[config.mk]
export PLATFORM = sky130hd
export DESIGN_NAME = atm_session_ctrl
export DESIGN_NICKNAME = d
export VERILOG_FILES = /design/src/rtl/atm_pkg.sv /design/src/rtl/session_timer.sv /design/src/rtl/atm_session_ctrl.sv
export SDC_FILE = /design/constraint.sdc
export NUM_CORES = 1
export LEC_CHECK = 0
export BUFFER_PORTS_ARGS = -buffer_cell sky130_fd_sc_hd__buf_2
export CAP_MARGIN = 20
export CELL_PAD_IN_SITES_DETAIL_PLACEMENT = 2
export CELL_PAD_IN_SITES_GLOBAL_PLACEMENT = 2
export CORE_UTILIZATION = 36
export DETAILED_ROUTE_END_ITERATION = 7
export PLACE_DENSITY_LB_ADDON = 0.1
export SKIP_LAST_GASP = 1
export SLEW_MARGIN = 20
export SYNTH_ARGS = -nofsm -noshare
export SYNTH_HDL_FRONTEND = slang
export SYNTH_SLANG_ARGS = --single-unit
[constraint.sdc]
create_clock -name clk -period 3.05 [get_ports clk]
set_clock_uncertainty 0.2 [all_clocks]
set_input_delay 0.4575 -clock clk [delete_from_list [all_inputs] [get_ports clk]]
set_output_delay 0.4575 -clock clk [all_outputs]
set_load 0.005 [all_outputs]
[src/rtl/atm_pkg.sv]
// Shared types and constants for the ATM session controller slice.
package atm_pkg;

  // Session states; the encoding is also what state_o shows on the debug/display port.
  typedef enum logic [2:0] {
    ST_IDLE      = 3'd0,
    ST_PIN_WAIT  = 3'd1,
    ST_PIN_CHECK = 3'd2,
    ST_MENU      = 3'd3,
    ST_TXN_BUSY  = 3'd4,
    ST_EJECT     = 3'd5,
    ST_RETAIN    = 3'd6
  } state_t;

  // Menu selections carried on op_code / txn_op.
  localparam logic [1:0] OP_BAL  = 2'd0;
  localparam logic [1:0] OP_WDR  = 2'd1;
  localparam logic [1:0] OP_DEP  = 2'd2;
  localparam logic [1:0] OP_EXIT = 2'd3;

  // Production defaults: 1 MHz clock, 30 s of inactivity ends a session.
  localparam int unsigned DEF_CLK_FREQ    = 1000000;
  localparam int unsigned DEF_TIMEOUT_SEC = 30;

endpackage

[src/rtl/session_timer.sv]
// Inactivity timer: counts enabled cycles, strobes timeout on the TC-th one
// after a restart, then wraps. Count holds whenever en is low.
module session_timer #(
  parameter int unsigned CLK_FREQ    = atm_pkg::DEF_CLK_FREQ,
  parameter int unsigned TIMEOUT_SEC = atm_pkg::DEF_TIMEOUT_SEC
) (
  input  logic clk,
  input  logic rst,
  input  logic en,
  input  logic restart,
  output logic timeout
);

  localparam logic [31:0] TC      = CLK_FREQ * TIMEOUT_SEC;
  localparam logic [31:0] TC_LAST = TC - 32'd1;

  logic [31:0] count_q;
  logic [31:0] count_d;

  // A restart in the same cycle masks the strobe: the session just saw activity.
  assign timeout = en && !restart && (count_q == TC_LAST);

  // Next count: restart clears, enabled cycles advance and wrap on timeout.
  always_comb begin
    count_d = count_q;
    if (restart) begin
      count_d = '0;
    end else if (en) begin
      count_d = timeout ? '0 : count_q + 32'd1;
    end
  end

  // Count register with asynchronous clear.
  always_ff @(posedge clk or posedge rst) begin
    if (rst) begin
      count_q <= '0;
    end else begin
      count_q <= count_d;
    end
  end

endmodule

[src/rtl/atm_session_ctrl.sv]
// Card session sequencer: card insert, PIN entry with retry limit, menu,
// datapath transaction handshake, and inactivity abort via session_timer.
//
// Datapath handshake: txn_req rises the cycle after a menu selection and stays
// high (with txn_op stable) until the cycle after the one-cycle txn_ack pulse;
// txn_ok is sampled only together with txn_ack, and acks seen while no request
// is outstanding are ignored.
module atm_session_ctrl
  import atm_pkg::*;
#(
  parameter int unsigned CLK_FREQ    = DEF_CLK_FREQ,
  parameter int unsigned TIMEOUT_SEC = DEF_TIMEOUT_SEC,
  parameter int unsigned MAX_TRIES   = 3,
  parameter int unsigned PIN_W       = 16
) (
  input  logic             clk,
  input  logic             rst,
  input  logic             card_in,
  input  logic [PIN_W-1:0] card_pin,
  input  logic             pin_valid,
  input  logic [PIN_W-1:0] pin_entry,
  input  logic             op_valid,
  input  logic [1:0]       op_code,
  input  logic             txn_ack,
  input  logic             txn_ok,
  output logic             txn_req,
  output logic [1:0]       txn_op,
  output logic             pin_error,
  output logic             eject_card,
  output logic             card_retained,
  output logic             session_timeout,
  output logic             last_txn_ok,
  output logic [2:0]       state_o
);

  localparam logic [2:0] TRIES_LIMIT = 3'(MAX_TRIES);

  state_t           state_q, state_d;
  logic [2:0]       tries_q, tries_d;
  logic [2:0]       tries_inc;
  logic [PIN_W-1:0] pin_q, pin_d;
  logic [1:0]       txn_op_q, txn_op_d;
  logic             last_ok_q, last_ok_d;
  logic             pin_error_q, pin_error_d;
  logic             timeout_q, timeout_d;
  logic             txn_req_q, eject_q, retain_q;

  logic tmr_en;
  logic tmr_restart;
  logic tmr_timeout;

  // The timer only runs while the session waits on the customer.
  assign tmr_en    = (state_q == ST_PIN_WAIT) || (state_q == ST_MENU);
  assign tries_inc = tries_q + 3'd1;

  session_timer #(
    .CLK_FREQ   (CLK_FREQ),
    .TIMEOUT_SEC(TIMEOUT_SEC)
  ) u_timer (
    .clk    (clk),
    .rst    (rst),
    .en     (tmr_en),
    .restart(tmr_restart),
    .timeout(tmr_timeout)
  );

  // Next-state, latches and one-cycle pulse requests; card removal beats any strobe.
  always_comb begin
    state_d     = state_q;
    tries_d     = tries_q;
    pin_d       = pin_q;
    txn_op_d    = txn_op_q;
    last_ok_d   = last_ok_q;
    pin_error_d = 1'b0;
    timeout_d   = 1'b0;
    tmr_restart = 1'b0;
    unique case (state_q)
      ST_IDLE: begin
        if (card_in) begin
          state_d     = ST_PIN_WAIT;
          tries_d     = '0;
          tmr_restart = 1'b1;
        end
      end
      ST_PIN_WAIT: begin
        if (!card_in) begin
          state_d = ST_IDLE;
        end else if (pin_valid) begin
          pin_d   = pin_entry;
          state_d = ST_PIN_CHECK;
        end else if (tmr_timeout) begin
          timeout_d = 1'b1;
          state_d   = ST_EJECT;
        end
      end
      ST_PIN_CHECK: begin
        if (!card_in) begin
          state_d = ST_IDLE;
        end else if (pin_q == card_pin) begin
          state_d     = ST_MENU;
          tmr_restart = 1'b1;
        end else begin
          pin_error_d = 1'b1;
          tries_d     = tries_inc;
          if (tries_inc == TRIES_LIMIT) begin
            state_d = ST_RETAIN;
          end else begin
            state_d     = ST_PIN_WAIT;
            tmr_restart = 1'b1;
          end
        end
      end
      ST_MENU: begin
        if (!card_in) begin
          state_d = ST_IDLE;
        end else if (op_valid) begin
          if (op_code == OP_EXIT) begin
            state_d = ST_EJECT;
          end else begin
            txn_op_d = op_code;
            state_d  = ST_TXN_BUSY;
          end
        end else if (tmr_timeout) begin
          timeout_d = 1'b1;
          state_d   = ST_EJECT;
        end
      end
      ST_TXN_BUSY: begin
        // No datapath timeout: the account side always answers eventually.
        if (txn_ack) begin
          last_ok_d   = txn_ok;
          tmr_restart = 1'b1;
          state_d     = card_in ? ST_MENU : ST_IDLE;
        end
      end
      ST_EJECT, ST_RETAIN: begin
        if (!card_in) begin
          state_d = ST_IDLE;
        end
      end
      default: state_d = ST_IDLE;
    endcase
  end

  // Session state, retry count and latched operands.
  always_ff @(posedge clk or posedge rst) begin
    if (rst) begin
      state_q   <= ST_IDLE;
      tries_q   <= '0;
      pin_q     <= '0;
      txn_op_q  <= '0;
      last_ok_q <= 1'b0;
    end else begin
      state_q   <= state_d;
      tries_q   <= tries_d;
      pin_q     <= pin_d;
      txn_op_q  <= txn_op_d;
      last_ok_q <= last_ok_d;
    end
  end

  // Registered outputs: levels follow the state being entered, pulses last one cycle.
  always_ff @(posedge clk or posedge rst) begin
    if (rst) begin
      txn_req_q   <= 1'b0;
      eject_q     <= 1'b0;
      retain_q    <= 1'b0;
      pin_error_q <= 1'b0;
      timeout_q   <= 1'b0;
    end else begin
      txn_req_q   <= (state_d == ST_TXN_BUSY);
      eject_q     <= (state_d == ST_EJECT);
      retain_q    <= (state_d == ST_RETAIN);
      pin_error_q <= pin_error_d;
      timeout_q   <= timeout_d;
    end
  end

  assign txn_req         = txn_req_q;
  assign txn_op          = txn_op_q;
  assign pin_error       = pin_error_q;
  assign eject_card      = eject_q;
  assign card_retained   = retain_q;
  assign session_timeout = timeout_q;
  assign last_txn_ok     = last_ok_q;
  assign state_o         = state_q;

endmodule

## Word-level counts from Yosys, hierarchy flattened

Index checks and enable logic that the tools add are counted.
Widths: inputs -> output; s select.

| storage, ports and cells | value |
|---|---|
| input bits | 41 |
| word-level logic and storage cells | 78 |
| flip-flop bits (word level) | 62 |
| output and inout port bits | 11 |

| cells by class | value |
|---|---|
| reduce and logical (&&, ||, !) cells | 12 |
| equal/unequal tests | 16 |
| mux-type cells | 36 |
| bitwise logic cells | 1 |
| add/subtract/negate cells | 2 |

Operators by type and width:

| kind | number |
|---|---|
| $mux 32 | 3 |
| $mux 3 | 14 |
| $add 32x1->32 const B | 1 |
| $eq 32x25->1 const B | 1 |
| $eq 3x3->1 const B | 6 |
| $pmux 3 s6 | 1 |
| $eq 16x16->1 | 1 |
| $mux 1 | 14 |
| $eq 3x2->1 const B | 3 |
| $reduce_and 4->1 | 2 |
| $ne 2x2->1 const B | 3 |
| $pmux 3 s2 | 1 |
| $reduce_bool 2->1 | 2 |
| $add 3x1->3 const B | 1 |
| $eq 3x1->1 const B | 1 |
| $logic_not 3->1 | 1 |
| $pmux 1 s3 | 1 |
| $reduce_and 3->1 | 1 |
| $eq 2x2->1 const B | 1 |
| $logic_and 1x1->1 | 2 |
| $mux 2 | 1 |
| $pmux 1 s2 | 1 |
| $reduce_and 2->1 | 1 |
| $reduce_or 2->1 | 1 |
| 3 further kinds | 3 |

## Depth between registers and ports, before layout

Gate-level depths: netlist of run 1.

| depth | value |
|---|---|
| word-level depth | 14 |
| depth in mapped cells | 8 |
| depth with buffers taken out | 6 |

## Modules after synthesis

A second synthesis of run 1 with hierarchy kept.

| second synthesis, totals | value |
|---|---|
| cells, all modules | 366 |
| area, all modules | 3493.4 um^2 |

Modules (own cells, without submodules):

| module | area an instance (um^2) | sequential area each (um^2) | instances | cells each |
|---|---|---|---|---|
| session_timer | 1919.3 | 800.8 | 1 | 220 |
| atm_session_ctrl | 1574.0 | 750.7 | 1 | 146 |

## Least setup slack after synthesis of run 1

No wires, ideal clock.

| path | value |
|---|---|
| path kind | register to register |
| start point | register u_timer.count_q[18] |
| end point | register retain_q (netlist: card_retained) |
| cell stages (with the launch flop) | 7 |
| period minus slack after synthesis | 2.657 ns |
| setup time | 0.120 ns |
| required time | 2.730 ns |
| slack | 0.393 ns |
| buffers on the path | 1 |
| arrival time | 2.337 ns |
| cell sequence | dfrtp_1 or4b_1 or4_1 or4_4 buf_6 a22o_4 a31o_2 |

| between the ends | value |
|---|---|
| cells in the longest elaborated chain, start to end | 7 |
| elaborated cells between the ends (all ways) | 9 |
| classes of those cells | 2 x eq/ne; 6 x mux; 1 x reduce/logical |

Ends and longest elaborated chain:

| what | line | source |
|---|---|---|
| start: declaration | session_timer.sv:17 | `logic [31:0] count_q;` |
| start signal: assignment | session_timer.sv:38 | `count_q <= count_d;` |
| $eq 32x25->1 * | session_timer.sv:21 | `assign timeout = en && !restart && (count_q == TC_LAST);` |
| $logic_and 1x1->1 * | session_timer.sv:21 |  |
| $mux 3 * | atm_session_ctrl.sv:91, atm_session_ctrl.sv:123 |  |
| $mux 3, on equally long branches | atm_session_ctrl.sv:116, atm_session_ctrl.sv:88 |  |
| $mux 3, on equally long branches | atm_session_ctrl.sv:114, atm_session_ctrl.sv:86 |  |
| $pmux 3 s6 * | atm_session_ctrl.sv:77 | `unique case (state_q)` |
| $eq 3x3->1 * | atm_session_ctrl.sv:173 | `retain_q <= (state_d == ST_RETAIN);` |
| end signal: assignment | atm_session_ctrl.sv:173 |  |
| end: declaration | atm_session_ctrl.sv:46 | `logic txn_req_q, eject_q, retain_q;` |

Every way passes the cells marked *; elsewhere a longest branch is shown, timed or not.
A chain may end at the register's enable or synchronous reset.

## Final worst setup path of run 1

| path | value |
|---|---|
| start point | register u_timer.count_q[18] |
| end point | register u_timer.count_q[26] |

| between the ends | value |
|---|---|
| cells in the longest elaborated chain, start to end | 5 |
| elaborated cells between the ends (all ways) | 6 |
| classes of those cells | 1 x add/sub; 1 x eq/ne; 3 x mux; 1 x reduce/logical |

Ends and longest elaborated chain:

| what | line | source |
|---|---|---|
| parallel branches: the longest is 2 deep, another holds $add 32x1->32 | - |  |
| $mux 32 * | session_timer.sv:29 | `count_d = timeout ? '0 : count_q + 32'd1;` |
| $mux 32 * | session_timer.sv:28 | `end else if (en) begin` |
| $mux 32 * | session_timer.sv:26 | `if (restart) begin` |

Every way passes the cells marked *. The select of a mux whose other input is x is not followed.

==> results.sh, run 1 <==
export IMPL_final_setup_tns_ns=0
export IMPL_clock_latency_ns=0.35
export IMPL_cp_max_fo=23
export IMPL_swShare=0.295
export IMPL_drv_slew=0
export IMPL_wl_per_cell_um=20.4
export IMPL_maxSlewHeadroom=0.521
export IMPL_power_leakage_uw=0.00180
export IMPL_peakVddDrop_uv=163
export IMPL_cp_start_kind="flop"
export IMPL_grt_overflow=0
export IMPL_rsz0062_at_grt="false"
export IMPL_finalHoldViolCount=0
export IMPL_routed_wl_um=11400
export IMPL_final_area_mm2=0.00423
export IMPL_startpoint="u_timer.count_q[18]"
export IMPL_synth_cell_types=52
export IMPL_track_usage=0.243
export IMPL_fin_crit_sh=0.968
export IMPL_path_clk_slew_ns=0.08
export IMPL_netlist_area_leader_share=0.437
export IMPL_cts_buffers=9
export IMPL_fin_nets=469
export IMPL_firstDrtPassIters=5
export IMPL_antenna_found_initial=0
export IMPL_yosys_warnings=0
export IMPL_fmax_ghz=0.339
export IMPL_power_switching_uw=676
export IMPL_ctsRootBufferMaster="clkbuf_8"
export IMPL_synthTopCellsByArea="dfrtp_1, xnor2_1, mux2_2"
export IMPL_synth_top_area_cell="dfrtp_1"
export IMPL_finalSetupViolCount=0
export IMPL_dp_hpwl_um=7780
export IMPL_ys_flop_type="dfrtp_1"
export IMPL_reg2reg_slack_ns=0.1
export IMPL_placed_area_mm2=0.00400
export IMPL_postSynthAreaPerCell_um2=9.65
export IMPL_cts_buffer_depth=2
export IMPL_drc=0
export IMPL_grt_pass1_wl_um=19000
export IMPL_netlist_instances=368
export IMPL_synth_edf_count=0
export IMPL_pin_count=52
export IMPL_core_mm2=0.00942
export IMPL_endpoint="u_timer.count_q[26]"
export IMPL_required_ns=3.05
export IMPL_clockPowerShare=0.354
export IMPL_final_min_clock_period_ns=2.95
export IMPL_grt_pass1_vias=3520
export IMPL_reg2reg_depth=5
export IMPL_grt_max_degree=36
export IMPL_ys_async_sr_fraction=1.00
export IMPL_path_class="reg -> reg"
export IMPL_r2r_start="u_timer.count_q[18]"
export IMPL_post_place_ws_ns=0.149
export IMPL_pwr_share_comb=0.194
export IMPL_fp_dieW_um=101
export IMPL_ys_seq_area_frac=0.437
export IMPL_r2r_end="u_timer.count_q[26]"
export IMPL_syn_to_final_growth_pct=19.2
export IMPL_antenna_cells=0
export IMPL_drtIter0Drc=60
export IMPL_intPower_uw=1620
export IMPL_place_congestion=0.789
export IMPL_cts_tree="built"
export IMPL_seqPwrFrac=0.451
export IMPL_start_util=0.377
export IMPL_clock_sinks=62
export IMPL_drive_gt1_frac=0.242
export IMPL_syn_cell_area_mm2=0.00355
export IMPL_tightestPinTransition_ns=0.712
export IMPL_num_rows=35
export IMPL_crit_path_end_kind="flop"
export IMPL_cts_htree_levels=3
export IMPL_synth_seq_cells=62
export IMPL_port_buffers=51
export IMPL_max_cap_violations=0
export IMPL_viasPerCell=5.78
export IMPL_cp_data_arrival_time_ns=2.95
export IMPL_hold_path_class="in -> reg"
export IMPL_outcome="completed"
export IMPL_die_area_mm2=0.0103
export IMPL_vias=3229
export IMPL_synth_nets=412
export IMPL_setup_slack_ns=0.0980
export IMPL_power_density_mw_per_mm2=542
export IMPL_die_h_um=101
export IMPL_antenna_left=0
[power by group through the flow]
stage / sequential, uW / combinational [uW] / clock, uW
global placement: 1040 / 419 / 0
finish: 1040 / 446 / 813
global route: 1050 / 495 / 867
floorplan: 1020 / 299 / 0
detailed placement: 1050 / 448 / 0
CTS: 1040 / 456 / 830
[per-stage QoR]
| step | power [uW] | hold WS (ns) | cells | utilization |
|---|---|---|---|---|
| 2_1_floorplan | 1320 | 0.291 | 368 | - |
| 3_3_place_gp | 1460 | 0.280 | 542 | 0.425 |
| 3_5_place_dp | 1500 | 0.294 | 542 | 0.425 |
| 4_1_cts | 2320 | 0.111 | 559 | 0.449 |
| 5_1_grt | 2410 | 0.119 | 559 | 0.449 |
| 6_report | 2290 | 0.122 | 559 | 0.449 |
[critical path, stage by stage (launching register included)]
cell and delay [ns]:
dfrtp_1 0.47, or4b_1 0.55, or4_1 0.41, or4_4 0.60, nand2_1 0.36, o221ai_1 0.21
[how the worst min path moves through the flow]
stage / from / to / slack, ns / cells after the start
after CTS: op_valid / session_timeout / 0.11 / 2
after floorplan: txn_op[0] / txn_op[0] / 0.29 / 2
final: op_valid / session_timeout / 0.12 / 2
after global routing: op_valid / session_timeout / 0.12 / 2
after global placement: txn_op[0] / txn_op[0] / 0.28 / 2
after detailed placement: txn_op[0] / txn_op[0] / 0.29 / 2
[sequential cells by signal, indices dropped and copies added, names as in the netlist]
register / cells
u_timer.count_q: 32
pin_q: 16
state_o: 3
tries_q: 3
txn_op: 2
card_retained: 1
eject_card: 1
last_txn_ok: 1
pin_error: 1
session_timeout: 1
txn_req: 1
[cells by family (layout without fill, tap and decap cells)]
group,count (synthesis),after routing,share of synthesized area
XOR/XNOR,23,23,0.0567
multiplexers,18,18,0.0567
flip-flops,62,62,0.437
adder cells (fa/ha/maj),3,3,0.0106
AND/OR/NAND/NOR,148,148,0.237
buffers and inverters,41,103,0.0455
AO/OA/AOI/OAI,73,73,0.156
[cell type report]
cell class / count / area, um^2
fillers: 1022 / 5180
multi-input cells: 265 / 1840
flip-flops and latches: 62 / 1550
repair buffers: 65 / 375
clock buffers: 14 / 183
well taps: 129 / 161
inverters: 22 / 82.6
clock inverters: 2 / 37.5
[per-layer routing]
metal  up-vias  share of wire  global-route usage
met3         9          0.033              0.0476
met2        54           0.51               0.425
met5         -              0                   0
met4         0         0.0097              0.0624
li1       1492              -                   -
met1      1674           0.45               0.308
[cell usage after synthesis, drive strengths merged (7+ instances only)]
master	instances
xnor2	22
or4	7
o21ai	10
nor3	8
a221o	8
mux2	17
and4	11
a21oi	9
nor4	9
o211ai	7
nor2	26
nand2	25
dfrtp	62
o221ai	7
inv	22
clkbuf	17
a22o	7
nand4	18
nand2b	7
nand3	14
[what timing repair did]
item / CTS / global route
hold buffers: 1 / 0
gates resized for setup: 0 / 0
hold endpoints to repair: 6 / 0
setup buffers: 0 / 0
[layout by cell type (no fill, tap or decap), types with 4 or more instances in the layout]
cell type,synthesis,final
nor2_1,26,26
nor3_1,8,8
o221ai_1,7,7
nand2b_1,7,7
and3_1,4,4
dfrtp_1,62,62
and4_1,11,11
nor4_1,8,8
xnor2_1,22,22
nand2_1,25,25
buf_2,0,51
a21oi_1,9,9
a221o_1,8,8
nand4_1,18,18
buf_4,0,12
clkbuf_8,0,13
mux2_2,17,17
o21ai_0,10,10
nand3_1,14,14
or3_1,5,5
or4_1,6,6
o211ai_1,7,7
a22o_1,6,6
a31oi_1,5,5
inv_1,22,21
(Power assumes the default switching activity.)
==> run 2, diff against run 1 <==
- ABC_AREA: default -> 1
- CORE_UTILIZATION: 36 -> 33
- HOLD_SLACK_MARGIN: default -> 0.03
- PLACE_DENSITY: default -> 0.92
- PLACE_DENSITY_LB_ADDON: 0.1 -> default
==> run 2 against run 1 <==
  * Sequential cell count unchanged
  * Clock power up 45%
  * Worst hold slack better by 0.016 ns
  * Setup slack better by 0.26 ns
  * Critical path type unchanged
  * Synthesized area up 16%
  * Critical path depth up 5
  * Global-route usage up 5.9 points
  * Count of clock-buffer cells in the layout down 2
  * Synthesized cell count up 64%
  * Via count up 41%
  * Wire length up 61%
  * Die area up 26%
==> results.sh, run 2 <==
export IMPL_drtIter0Drc=238
export IMPL_cts_tree="built"
export IMPL_ys_async_sr_fraction=1.00
export IMPL_port_buffers=51
export IMPL_final_min_clock_period_ns=2.69
export IMPL_cp_data_arrival_time_ns=2.70
export IMPL_fmax_ghz=0.372
export IMPL_pin_count=52
export IMPL_crit_path_end_kind="flop"
export IMPL_synth_cell_types=37
export IMPL_routed_wl_um=18300
export IMPL_grt_pass1_wl_um=29500
export IMPL_grt_busiest_layer="met2"
export IMPL_reg2reg_slack_ns=0.36
export IMPL_ys_seq_area_frac=0.376
export IMPL_synthTopCellsByArea="dfrtp_1, nand2_1, nor2_1"
export IMPL_antenna_left=0
export IMPL_cpMaxStageDelayCell="dfrtp_1"
export IMPL_synth_most_common_cell="nand2_1"
export IMPL_path_class="reg -> reg"
export IMPL_core_mm2=0.0121
export IMPL_yosys_top_cells_count="nand2_1, nor2_1, inv_1, dfrtp_1, nand3_1"
export IMPL_viasPerCell=5.52
export IMPL_drc=0
export IMPL_antenna_found_initial=0
export IMPL_yosys_warnings=0
export IMPL_fin_crit_sh=0.882
export IMPL_worstPathCellList="ha_1, nand3_1, inv_2, nand2_1, nor2_1, nand3_1, nand3_1, inv_2, o211ai_1, nand2_1"
export IMPL_cpMostUsedCell="nand3_1"
export IMPL_grt_use_met2=0.540
export IMPL_cp_start_kind="flop"
export IMPL_grt_util_met3=0.0468
export IMPL_syn_to_final_growth_pct=18.2
export IMPL_finalPower_uw=2570
export IMPL_cp_max_fo=7
export IMPL_num_rows=40
export IMPL_path_clk_slew_ns=0.06
export IMPL_netlist_area_leader_share=0.376
export IMPL_synth_nets=647
export IMPL_die_area_mm2=0.0130
export IMPL_clock_sinks=62
export IMPL_largestRegisters="u_timer.count_q x32, pin_q x16"
export IMPL_hold_path_class="in -> async"
export IMPL_grtUsageMet1=0.356
export IMPL_postSynthAreaPerCell_um2=6.85
export IMPL_antenna_cells=0
export IMPL_top_register="u_timer.count_q"
export IMPL_wl_per_cell_um=22.2
export IMPL_final_setup_tns_ns=0
export IMPL_ys_flop_type="dfrtp_1"
export IMPL_synth_top_area_cell="dfrtp_1"
export IMPL_syn_cell_area_mm2=0.00413
export IMPL_cts_buffer_depth=2
export IMPL_finalHoldViolCount=0
export IMPL_final_cell_mix="nand2_1, nor2_1, inv_1"
export IMPL_required_ns=3.06
export IMPL_power_leakage_uw=0.00263
export IMPL_whs_ns=0.138
export IMPL_layout_commonest_cell="nand2_1"
export IMPL_tightestPinTransition_ns=0.821
export IMPL_start_util=0.341
export IMPL_cts_htree_levels=3
export IMPL_fin_nets=698
export IMPL_synth_seq_cells=62
export IMPL_finalSetupViolCount=0
export IMPL_post_cts_setup_buffers=0
export IMPL_netlist_instances=603
export IMPL_firstDrtPassIters=4
export IMPL_fp_dieW_um=114
export IMPL_ctsRootBufferMaster="clkbuf_16"
export IMPL_peakVddDrop_uv=227
export IMPL_dp_hpwl_um=11800
export IMPL_grt_max_degree=63
export IMPL_crit_path_max_incr_delay_ns=0.56
export IMPL_grt_overflow=0
export IMPL_max_cap_violations=0
export IMPL_largest_reg_flops=32
export IMPL_die_h_um=114
export IMPL_maxSlewHeadroom=0.453
export IMPL_drive_gt1_frac=0.195
export IMPL_outcome="completed"
export IMPL_cts_hold_buf=0
export IMPL_cts_resized=0
export IMPL_rsz0062_at_grt="false"
export IMPL_place_congestion=0.867
export IMPL_power_density_mw_per_mm2=526
export IMPL_synth_edf_count=0
export IMPL_track_usage=0.302
export IMPL_drv_slew=0
export IMPL_clock_latency_ns=0.35
export IMPL_cts_buffers=9
export IMPL_vias=4563
export IMPL_grt_pass1_vias=5220
## run 2: changes by cell type in the layout (fill, tap and decap cells not counted), sizes merged, moves of 10 or more
| cell | delta |
|---|---|
| a21oi | +10 |
| nand2 | +155 |
| and4 | -11 |
| nand3 | +34 |
| nand4 | +22 |
| nor2 | +66 |
| xnor2 | -21 |
| inv | +65 |
## run 2: per-stage QoR
stage               instances   util  worst slack (ns)  instance area, um^2
finish                    826  0.403             0.359                 4880
global route              826  0.403             0.212                 4880
CTS                       826  0.403             0.416                 4880
detailed placement        811  0.376             0.498                 4560
global placement          811  0.376             0.719                 4560
floorplan                 603      -             0.851                 4130
## run 2: layout make-up
cell class / count / area [um^2]
Clock buffer: 12 / 256
Tap cell: 168 / 210
Fill cell: 1469 / 7230
Timing Repair Buffer: 56 / 293
Inverter: 88 / 330
Sequential cell: 62 / 1550
Multi-Input combinational cell: 437 / 2170
Clock inverter: 3 / 67.6
## run 2: cells by family after synthesis
kind of cell    share of synthesized area
simple gates                        0.424
buf+inv                            0.0982
flops                               0.376
compound gates                     0.0624
mux                                0.0218
xor+xnor                          0.00849
fa+ha+maj                         0.00909
## run 2: where the power goes
group	internal [uW]	switching (uW)
Combinational	129	260
Clock	756	424
Sequential	906	91.2
Total	1790	776
## run 2: critical path: cells and delay by family (launching register included)
kind / cells / cell delay, ns
fa+ha+maj: 1 / 0.34
simple gates: 6 / 1.03
buf+inv: 2 / 0.30
compound gates: 1 / 0.12
flops: 1 / 0.56
## run 2: worst paths after layout
kind                            cells past startpoint                   to               start
min in group clk                                    3          last_txn_ok              txn_ok
worst max register to register                     10  u_timer.count_q[23]  u_timer.count_q[0]
worst min register to register                      2          last_txn_ok         last_txn_ok
worst max-delay path                               10  u_timer.count_q[23]  u_timer.count_q[0]
worst min-delay path                                3             pin_q[9]                 rst
max in group asynchronous                           3  u_timer.count_q[31]                 rst
## run 2: layer usage
layer	routed length, um	vias up
li1	-	2043
met1	7520	2340
met2	9480	128
met3	624	52
met4	678	0
met5	0	-
==> run 3, diff against run 2 <==
- CORE_UTILIZATION: 33 -> 34
- CTS_BUF_LIST: default -> sky130_fd_sc_hd__clkbuf_8
- PLACE_DENSITY: 0.92 -> 0.94
- RECOVER_POWER: default -> 50
- SKIP_LAST_GASP: 1 -> default
==> run 3 against run 2 <==
  * Non-clock buffer count increased by 1
  * The run now ends with capacitance limit, slew limit left
  * Highest routed layer unchanged
  * Largest power group is now registers
  * Setup slack worse by 0.039 ns
  * Critical endpoint is now u_timer.count_q[12]
  * Worst hold slack got worse by 0.025 ns
==> results.sh, run 3 (same netlist as run 2, synthesis figures left out) <==
export IMPL_outcome="finished, violations left"
export IMPL_violations="capacitance limit, slew limit"
export IMPL_post_place_ws_ns=0.485
export IMPL_max_cap_violations=1
export IMPL_drv_slew=59
export IMPL_finalPower_uw=2230
export IMPL_grt_max_degree=59
export IMPL_num_rows=39
export IMPL_grt_overflow=0
export IMPL_start_util=0.356
export IMPL_hold_path_class="in -> reg"
export IMPL_cts_resized=0
export IMPL_setup_slack_ns=0.320
export IMPL_largestRegisters="u_timer.count_q x32, pin_q x16"
export IMPL_fin_crit_sh=0.895
export IMPL_place_congestion=0.870
export IMPL_finalSetupViolCount=0
export IMPL_power_leakage_uw=0.00258
export IMPL_dp_hpwl_um=11900
export IMPL_crit_path_end_kind="flop"
export IMPL_core_mm2=0.0116
export IMPL_cts_htree_levels=3
export IMPL_final_min_clock_period_ns=2.73
export IMPL_required_ns=3.08
export IMPL_port_buffers=51
export IMPL_drive_gt1_frac=0.190
export IMPL_cts_buffers=9
export IMPL_drc=0
export IMPL_maxSlewHeadroom=-0.0165
export IMPL_path_clk_slew_ns=0.08
export IMPL_wl_per_cell_um=22.2
export IMPL_clock_sinks=62
export IMPL_tightestPinTransition_ns=1.52
export IMPL_cp_start_kind="flop"
export IMPL_ctsRootBufferMaster="clkbuf_8"
export IMPL_cp_data_arrival_time_ns=2.76
export IMPL_drtIter0Drc=209
export IMPL_path_class="reg -> reg"
export IMPL_routed_wl_um=17800
export IMPL_finalHoldViolCount=0
export IMPL_grt_pass1_vias=5241
export IMPL_grt_pass1_wl_um=29200
export IMPL_syn_to_final_growth_pct=15.1
export IMPL_die_area_mm2=0.0126
export IMPL_cts_buffer_depth=2
export IMPL_viasPerCell=5.65
export IMPL_fin_nets=699
export IMPL_clock_latency_ns=0.36
export IMPL_final_cell_mix="nand2_1, nor2_1, inv_1"
export IMPL_rsz0062_at_grt="false"
export IMPL_top_register="u_timer.count_q"
export IMPL_firstDrtPassIters=4
export IMPL_vias=4528
export IMPL_die_h_um=112
export IMPL_track_usage=0.302
export IMPL_fp_dieW_um=112
export IMPL_cts_tree="built"
export IMPL_antenna_left=0
export IMPL_antenna_found_initial=0
export IMPL_pin_count=52
export IMPL_largest_reg_flops=32
export IMPL_fin_util=0.409
export IMPL_peakVddDrop_uv=409
export IMPL_cp_max_fo=24
export IMPL_power_density_mw_per_mm2=469
export IMPL_antenna_cells=0
export IMPL_fillers=1387
export IMPL_fmax_ghz=0.366
export IMPL_layout_commonest_cell="nand2_1"
export IMPL_final_setup_tns_ns=0
==> run 3: final timing paths <==
| check | slack, ns | cells past startpoint | start | to |
|---|---|---|---|---|
| worst max-delay path | 0.32 | 9 | state_o[2] | u_timer.count_q[12] |
| worst min-delay path | 0.11 | 3 | txn_ok | last_txn_ok |
| worst max register to register | 0.32 | 9 | state_o[2] | u_timer.count_q[12] |
| worst min register to register | 0.31 | 1 | txn_op[1] | txn_op[1] |
| max in group asynchronous | 0.59 | 4 | rst | u_timer.count_q[31] |
| min in group asynchronous | 0.33 | 3 | rst | pin_q[13] |
==> run 3: power breakdown <==
part	switching, uW	internal [uW]
Sequential	88.1	904
Clock	354	498
Combinational	253	129
Total	695	1530
==> run 3: repair_timing <==
item / 4_1_cts / 5_1_grt
endpoints found under the hold margin: 4 / 0
buffers inserted: 0 / 0
hold buffers: 1 / 0
==> run 3: through the flow <==
step           hold slack (ns)  std cells  cell area, um^2
2_1_floorplan            0.272        603             4130
6_report                 0.113        802             4750
3_3_place_gp             0.145        786             4540
3_5_place_dp             0.144        786             4540
4_1_cts                  0.105        802             4770
5_1_grt                  0.111        802             4750
==> run 3: layout make-up <==
| type | count | area (um^2) | share of cell area |
|---|---|---|---|
| well taps | 143 | 179 | 0.0377 |
| repair buffers | 57 | 297 | 0.0624 |
| clock buffers | 11 | 151 | 0.0319 |
| flip-flops and latches | 62 | 1550 | 0.327 |
| clock inverters | 4 | 70.1 | 0.0147 |
| inverters | 88 | 330 | 0.0695 |
| multi-input cells | 437 | 2170 | 0.457 |
==> run 3: worst max-delay path, stage by stage (launching register included) <==
cell and delay (ns):
dfrtp_1 0.46, inv_1 0.16, nand2_2 0.34, inv_1 0.25, buf_4 0.32, nand3_1 0.20, nand3_1 0.25, inv_2 0.15
o211ai_1 0.16, nand2_1 0.12
==> run 3: routing by layer <==
layer  global-route usage  wire length, um  share of wire  vias up
met3               0.0464              581          0.033       41
met4                0.140              555          0.031        0
met5                    0                0              0        -
met1                0.367             7610           0.43     2324
met2                0.527             9070           0.51      123
li1                     -                -              -     2040
